File: config.mk
export PLATFORM = sky130hd
export DESIGN_NAME = ahb_input_stage_s0
export DESIGN_NICKNAME = d
export VERILOG_FILES = /design/src/rtl/ahb_input_stage_s0_pkg.sv /design/src/rtl/ahb_input_stage_s0.sv
export SDC_FILE = /design/constraint.sdc
export NUM_CORES = 1
export LEC_CHECK = 0
export ABC_AREA = 1
export BUFFER_PORTS_ARGS = -buffer_cell sky130_fd_sc_hd__buf_2
export CAP_MARGIN = 20
export CELL_PAD_IN_SITES_DETAIL_PLACEMENT = 1
export CELL_PAD_IN_SITES_GLOBAL_PLACEMENT = 1
export CORE_ASPECT_RATIO = 1.1
export CORE_MARGIN = 10
export CORE_UTILIZATION = 29
export DETAILED_ROUTE_END_ITERATION = 7
export GPL_TIMING_DRIVEN = 0
export PLACE_DENSITY = 0.67
export SETUP_SLACK_MARGIN = 0.1
export SLEW_MARGIN = 25
export SYNTH_ARGS = -nofsm -noshare
export SYNTH_HDL_FRONTEND = slang
export SYNTH_SLANG_ARGS = --single-unit
File: constraint.sdc
create_clock -name HCLK -period 1.19 [get_ports HCLK]
set_input_delay 0.119 -clock HCLK [delete_from_list [all_inputs] [get_ports HCLK]]
set_output_delay 0.119 -clock HCLK [all_outputs]
set_load 0.02 [all_outputs]
File: src/rtl/ahb_input_stage_s0_pkg.sv
// Shared AHB encodings for the bus-matrix input stage.
package ahb_input_stage_s0_pkg;

  typedef enum logic [1:0] {
    HTRANS_IDLE   = 2'b00,
    HTRANS_BUSY   = 2'b01,
    HTRANS_NONSEQ = 2'b10,
    HTRANS_SEQ    = 2'b11
  } htrans_e;

  typedef enum logic [2:0] {
    HBURST_SINGLE = 3'b000,
    HBURST_INCR   = 3'b001,
    HBURST_WRAP4  = 3'b010,
    HBURST_INCR4  = 3'b011,
    HBURST_WRAP8  = 3'b100,
    HBURST_INCR8  = 3'b101,
    HBURST_WRAP16 = 3'b110,
    HBURST_INCR16 = 3'b111
  } hburst_e;

  localparam logic [1:0] HRESP_OKAY = 2'b00;

  // A replayed beat starts a fresh transfer, so SEQ becomes NONSEQ.
  function automatic logic [1:0] replay_trans(input logic [1:0] t);
    if (t == HTRANS_SEQ) return HTRANS_NONSEQ;
    return t;
  endfunction

  // Fixed-length bursts are broken by the replay; continue as undefined-length INCR.
  function automatic logic [2:0] replay_burst(input logic [2:0] b);
    if (b == HBURST_SINGLE || b == HBURST_INCR) return b;
    return HBURST_INCR;
  endfunction

endpackage

File: src/rtl/ahb_input_stage_s0.sv
// Slave-port input stage: holds an ungranted address phase, stalls the master,
// and replays the held transfer to the decoder once the output stage grants.
module ahb_input_stage_s0
  import ahb_input_stage_s0_pkg::*;
#(
  parameter int ADDR_W = 32
) (
  input  logic              HCLK,
  input  logic              HRESETn,
  input  logic              HSELS,
  input  logic [ADDR_W-1:0] HADDRS,
  input  logic [1:0]        HTRANSS,
  input  logic              HWRITES,
  input  logic [2:0]        HSIZES,
  input  logic [2:0]        HBURSTS,
  input  logic [3:0]        HPROTS,
  input  logic              HMASTLOCKS,
  input  logic              HREADYS,
  input  logic              active_dec,
  input  logic              readyout_dec,
  input  logic [1:0]        resp_dec,
  output logic              sel_dec,
  output logic [ADDR_W-1:0] addr_dec,
  output logic [1:0]        trans_dec,
  output logic              write_dec,
  output logic [2:0]        size_dec,
  output logic [2:0]        burst_dec,
  output logic [3:0]        prot_dec,
  output logic              mastlock_dec,
  output logic              ready_dec,
  output logic              HREADYOUTS,
  output logic [1:0]        HRESPS
);

  logic              pend;
  logic [ADDR_W-1:0] hold_addr;
  logic [1:0]        hold_trans;
  logic              hold_write;
  logic [2:0]        hold_size;
  logic [2:0]        hold_burst;
  logic [3:0]        hold_prot;
  logic              hold_mastlock;

  logic new_tran;
  logic load;

  // IDLE/BUSY never need a grant, so only NONSEQ/SEQ can raise pend.
  assign new_tran = HSELS & HTRANSS[1] & HREADYS;
  assign load     = HSELS & HREADYS & ~pend;

  always_ff @(posedge HCLK or negedge HRESETn) begin
    if (!HRESETn) begin
      pend          <= 1'b0;
      hold_addr     <= '0;
      hold_trans    <= HTRANS_IDLE;
      hold_write    <= 1'b0;
      hold_size     <= '0;
      hold_burst    <= HBURST_SINGLE;
      hold_prot     <= '0;
      hold_mastlock <= 1'b0;
    end else begin
      if (load) begin
        hold_addr     <= HADDRS;
        hold_trans    <= HTRANSS;
        hold_write    <= HWRITES;
        hold_size     <= HSIZES;
        hold_burst    <= HBURSTS;
        hold_prot     <= HPROTS;
        hold_mastlock <= HMASTLOCKS;
      end
      if (pend && active_dec) begin
        pend <= 1'b0;
      end else if (new_tran && !active_dec) begin
        pend <= 1'b1;
      end
    end
  end

  always_comb begin
    sel_dec      = HSELS;
    addr_dec     = HADDRS;
    trans_dec    = HTRANSS;
    write_dec    = HWRITES;
    size_dec     = HSIZES;
    burst_dec    = HBURSTS;
    prot_dec     = HPROTS;
    mastlock_dec = HMASTLOCKS;
    HREADYOUTS   = readyout_dec;
    HRESPS       = resp_dec;
    if (pend) begin
      sel_dec      = 1'b1;
      addr_dec     = hold_addr;
      trans_dec    = replay_trans(hold_trans);
      write_dec    = hold_write;
      size_dec     = hold_size;
      burst_dec    = replay_burst(hold_burst);
      prot_dec     = hold_prot;
      mastlock_dec = hold_mastlock;
      HREADYOUTS   = 1'b0;
      HRESPS       = HRESP_OKAY;
    end
  end

  // Forcing ready high on the replay lets the decoder register its data-phase port.
  assign ready_dec = HREADYS | pend;

endmodule

==> results.py <==
metrics = {
    "outcome": {
        "run_status": "complete, but fails checks",
        "violated_checks": "negative setup slack",
    },
    "drt": {
        "route.detailed.vias_per_inst": 4.77,
        "firstDrtPassIters": 4,
        "remaining_drc_errors": 0,
        "drt_wl_total_um": 10500,
        "drt.antenna.violating_nets": 0,
        "dr_total_vias": 2925,
        "dr.first_iter.drc_count": 64,
        "wl_per_cell_um": 17.1,
    },
    "clocking": {
        "cts_buffers": 5,
        "worst_skew_pair.late_latency_ps": 300,
        "number_of_h_tree_levels": 2,
        "cts.clk_slew.worst_paths_ps": 90,
        "cts.sink_count": 47,
        "clk_path_buf_depth": 2,
        "clk_root_buffer_cell": "sky130_fd_sc_hd__clkbuf_8",
        "cts_tree": "done",
    },
    "sta": {
        "timing.clock.skew_ps": 6.80,
        "worstMarginPinSlew_ps": 645,
        "report.final.slew_viol_count": 0,
        "setup_viol": 97,
        "timing.final.crit_period_ps": 1540,
        "max_clock_freq_mhz": 650,
        "totalNegativeSetupSlack_ps": -23190,
        "grt_setup_unrepaired": "yes",
        "layout_worst_path_cycle_share_pct": 129,
        "timing.final.hold_violations": 0,
        "maxSlewHeadroom_pct": 57.0,
        "final.setup.worst_slack_ps": -348,
    },
    "layout": {
        "syn2layout_area_growth_pct": 71.1,
        "final_nets": 552,
        "post_layout_nonfiller_instances": 613,
        "finalCoreUtilization_pct": 50.7,
        "n_antenna_cell": 0,
        "nFillCells": 1091,
        "final_layout_size_suffix_gt1_share_pct": 52.1,
    },
    "worst_setup_path": {
        "startpoint_type": "flip-flop",
        "timing.critical_path.slowest_cell_delay_ps": 390,
        "timing.rr.start": "pend",
        "critPathRequiredTime_ps": 1070,
        "path_class": "flip-flop to output port",
        "worstSetupStartpoint": "pend",
        "timing.critical_path.slowest_stage_cell": "sky130_fd_sc_hd__dfrtp_1",
        "end_kind": "output port",
        "cp_cell_sequence": "buf_6 -> inv_8 -> buf_12 -> clkbuf_16 -> nand2_1 -> nand2_2 -> buf_6",
        "critPathArrivalTime_ps": 1420,
        "cpMostUsedCell": "sky130_fd_sc_hd__buf_6",
        "crit_path_max_fanout": 6,
    },
    "synthesis": {
        "synth_top_area_cell": "sky130_fd_sc_hd__dfrtp_1",
        "postSynthRegisterBits": 47,
        "synth_cells": 365,
        "synth.area.top_cells": "sky130_fd_sc_hd__dfrtp_1 (45%), sky130_fd_sc_hd__nand2_1 (31%), sky130_fd_sc_hd__nand4_1 (11%), sky130_fd_sc_hd__buf_6 (4.3%), sky130_fd_sc_hd__buf_4 (2.0%)",
        "netlist_area_um2": 2630,
        "yosysWarnings": 0,
        "synth_fp_nets": 419,
        "yosysTopAreaCellShare_pct": 44.7,
        "synth.distinct_cells": 16,
        "synthesis.area_per_instance_um2": 7.20,
        "seq_area_frac_synth_pct": 44.7,
    },
    "power": {
        "comb_power_share_pct": 33.4,
        "cellPowerDensity_nw_per_um2": 1010,
        "static_leakage_nw": 2.38,
        "switching_power_mw": 1.48,
        "peak_vdd_ir_mv": 0.473,
        "clock_share_of_power_pct": 23.6,
        "internal-power_mw": 3.06,
        "power.sequential.fraction_pct": 43.1,
        "power_switching_share_pct": 32.6,
    },
    "floorplan": {
        "die_w_um": 111,
        "core-area_um2": 8870,
        "pin_count": 105,
        "design.die.area_um2": 13300,
        "row_count": 36,
        "die_span_in_y_um": 120,
        "start_util_pct": 29.6,
    },
    "global_route": {
        "grt_first_pass_wirelength_um": 16800,
        "grt_overflow": 0,
        "first_global_vias": 3172,
        "maximum_number_of_pins_on_one_net_before_global_route_repair": 48,
        "antenna_found_initial": 0,
        "grt.total_usage_pct": 15.2,
    },
    "placed_design": {
        "place_congestion": 0.740,
        "post-place-cells": 583,
        "port_buffers": 104,
        "place_hpwl_um": 6990,
    },
    "min_path": {
        "worstHoldStart": "HADDRS[30]",
        "hold_removal_path_class": "primary input to flip-flop",
    },
    "flow_run": {
        "maxCapViolations": 0,
    },
}
[sequential cells by signal, summed over array words and instances, names as in the netlist]
register / count
hold_write: 1
hold_prot: 4
hold_burst: 3
pend: 1
hold_size: 3
hold_mastlock: 1
hold_addr: 32
hold_trans: 2
[repair_timing]
action | CTS | global route
endpoints found under the setup margin | 97 | 98
gates resized for setup | 150 | 63
setup buffers | 10 | 4
gates cloned | 5 | 5
hold endpoints to repair | 47 | 0
pin swaps | 13 | 22
hold buffers | 1 | 0
[Yosys cell counts]
library cell and instances:
sky130_fd_sc_hd__o21bai_1 1, sky130_fd_sc_hd__a21oi_1 2, sky130_fd_sc_hd__buf_4 7, sky130_fd_sc_hd__nand2_1 218
sky130_fd_sc_hd__nor2_1 9, sky130_fd_sc_hd__nand3_1 1, sky130_fd_sc_hd__buf_2 10, sky130_fd_sc_hd__nand3_4 1
sky130_fd_sc_hd__clkbuf_1 3, sky130_fd_sc_hd__nand4_1 46, sky130_fd_sc_hd__inv_1 6, sky130_fd_sc_hd__o21ai_1 1
sky130_fd_sc_hd__dfrtp_1 47, sky130_fd_sc_hd__buf_6 10, sky130_fd_sc_hd__inv_4 1, sky130_fd_sc_hd__or2_2 2
[per-layer routing]
layer | wire length [um] | global-route usage, % | part of all wire [%] | vias up
li1 | - | - | - | 1440
met1 | 4540 | 18.2 | 43 | 1416
met2 | 5380 | 27.2 | 51 | 65
met3 | 527 | 4.14 | 5.0 | 4
met4 | 48 | 2.20 | 0.46 | 0
met5 | 0 | 0 | 0 | -
[through the flow]
stage | total power [mW] | hold slack (ps) | cell area, um2 | setup slack, ps
global placement | 3.03 | 363 | 3410 | -222
finish | 4.54 | 76.7 | 4500 | -348
detailed placement | 3.06 | 185 | 3410 | -227
global route | 4.82 | 73.6 | 4500 | -399
floorplan | 2.63 | -177 | 2750 | 86.1
CTS | 4.45 | 52.2 | 4180 | -366
[final cells by class]
cell class              count  area [um2]  share of cell area [%]
clock buffers               8         100                    2.23
inverters                   7        33.8                   0.751
multi-input cells         281        1530                    34.1
well taps                 114         143                    3.17
flip-flops and latches     47        1180                    26.2
repair buffers            127        1190                    26.5
plain buffers              29         322                    7.15
[logic make-up (layout without fill, tap and decap cells)]
family / after synthesis / in the layout / synth area share, %
AND/OR/NAND/NOR: 277 / 277 / 44.7
flip-flops: 47 / 47 / 44.7
AO/OA/AOI/OAI: 4 / 4 / 0.857
buffers and inverters: 37 / 171 / 9.71
[critical path: cells and delay by family, from the launching register on]
family	cells	cell delay [ps]
buffers and inverters	5	610
flip-flops	1	390
AND/OR/NAND/NOR	2	120
[power groups by stage]
stage                     combinational (mW)  sequential [mW]  clock [mW]
after floorplan                        0.689             1.94           0
after global placement                  1.07             1.96           0
after detailed placement                1.10             1.97           0
after CTS                               1.41             1.94        1.11
after global routing                    1.66             1.99        1.18
final                                   1.51             1.95        1.07
[layout by cell type, fill, tap and decap left out, types with 7 or more instances in the layout]
cell	n
sky130_fd_sc_hd__nand2_1	127
sky130_fd_sc_hd__nand2_2	74
sky130_fd_sc_hd__buf_2	61
sky130_fd_sc_hd__buf_6	60
sky130_fd_sc_hd__dfrtp_1	47
sky130_fd_sc_hd__nand4_1	46
sky130_fd_sc_hd__nand2_4	17
sky130_fd_sc_hd__buf_4	12
sky130_fd_sc_hd__nor2_1	8
sky130_fd_sc_hd__clkbuf_8	7
[worst paths after layout]
check,to,slack (ps),cells past startpoint
max in group asynchronous,hold_prot[3],370,2
setup / recovery,addr_dec[30],-350,7
setup reg to reg,hold_trans[1],-190,8
hold / removal,hold_addr[30],80,3
min in group asynchronous,hold_addr[7],390,2
hold reg to reg,hold_addr[12],480,2
Note: power is estimated with default switching activity, not from simulation.
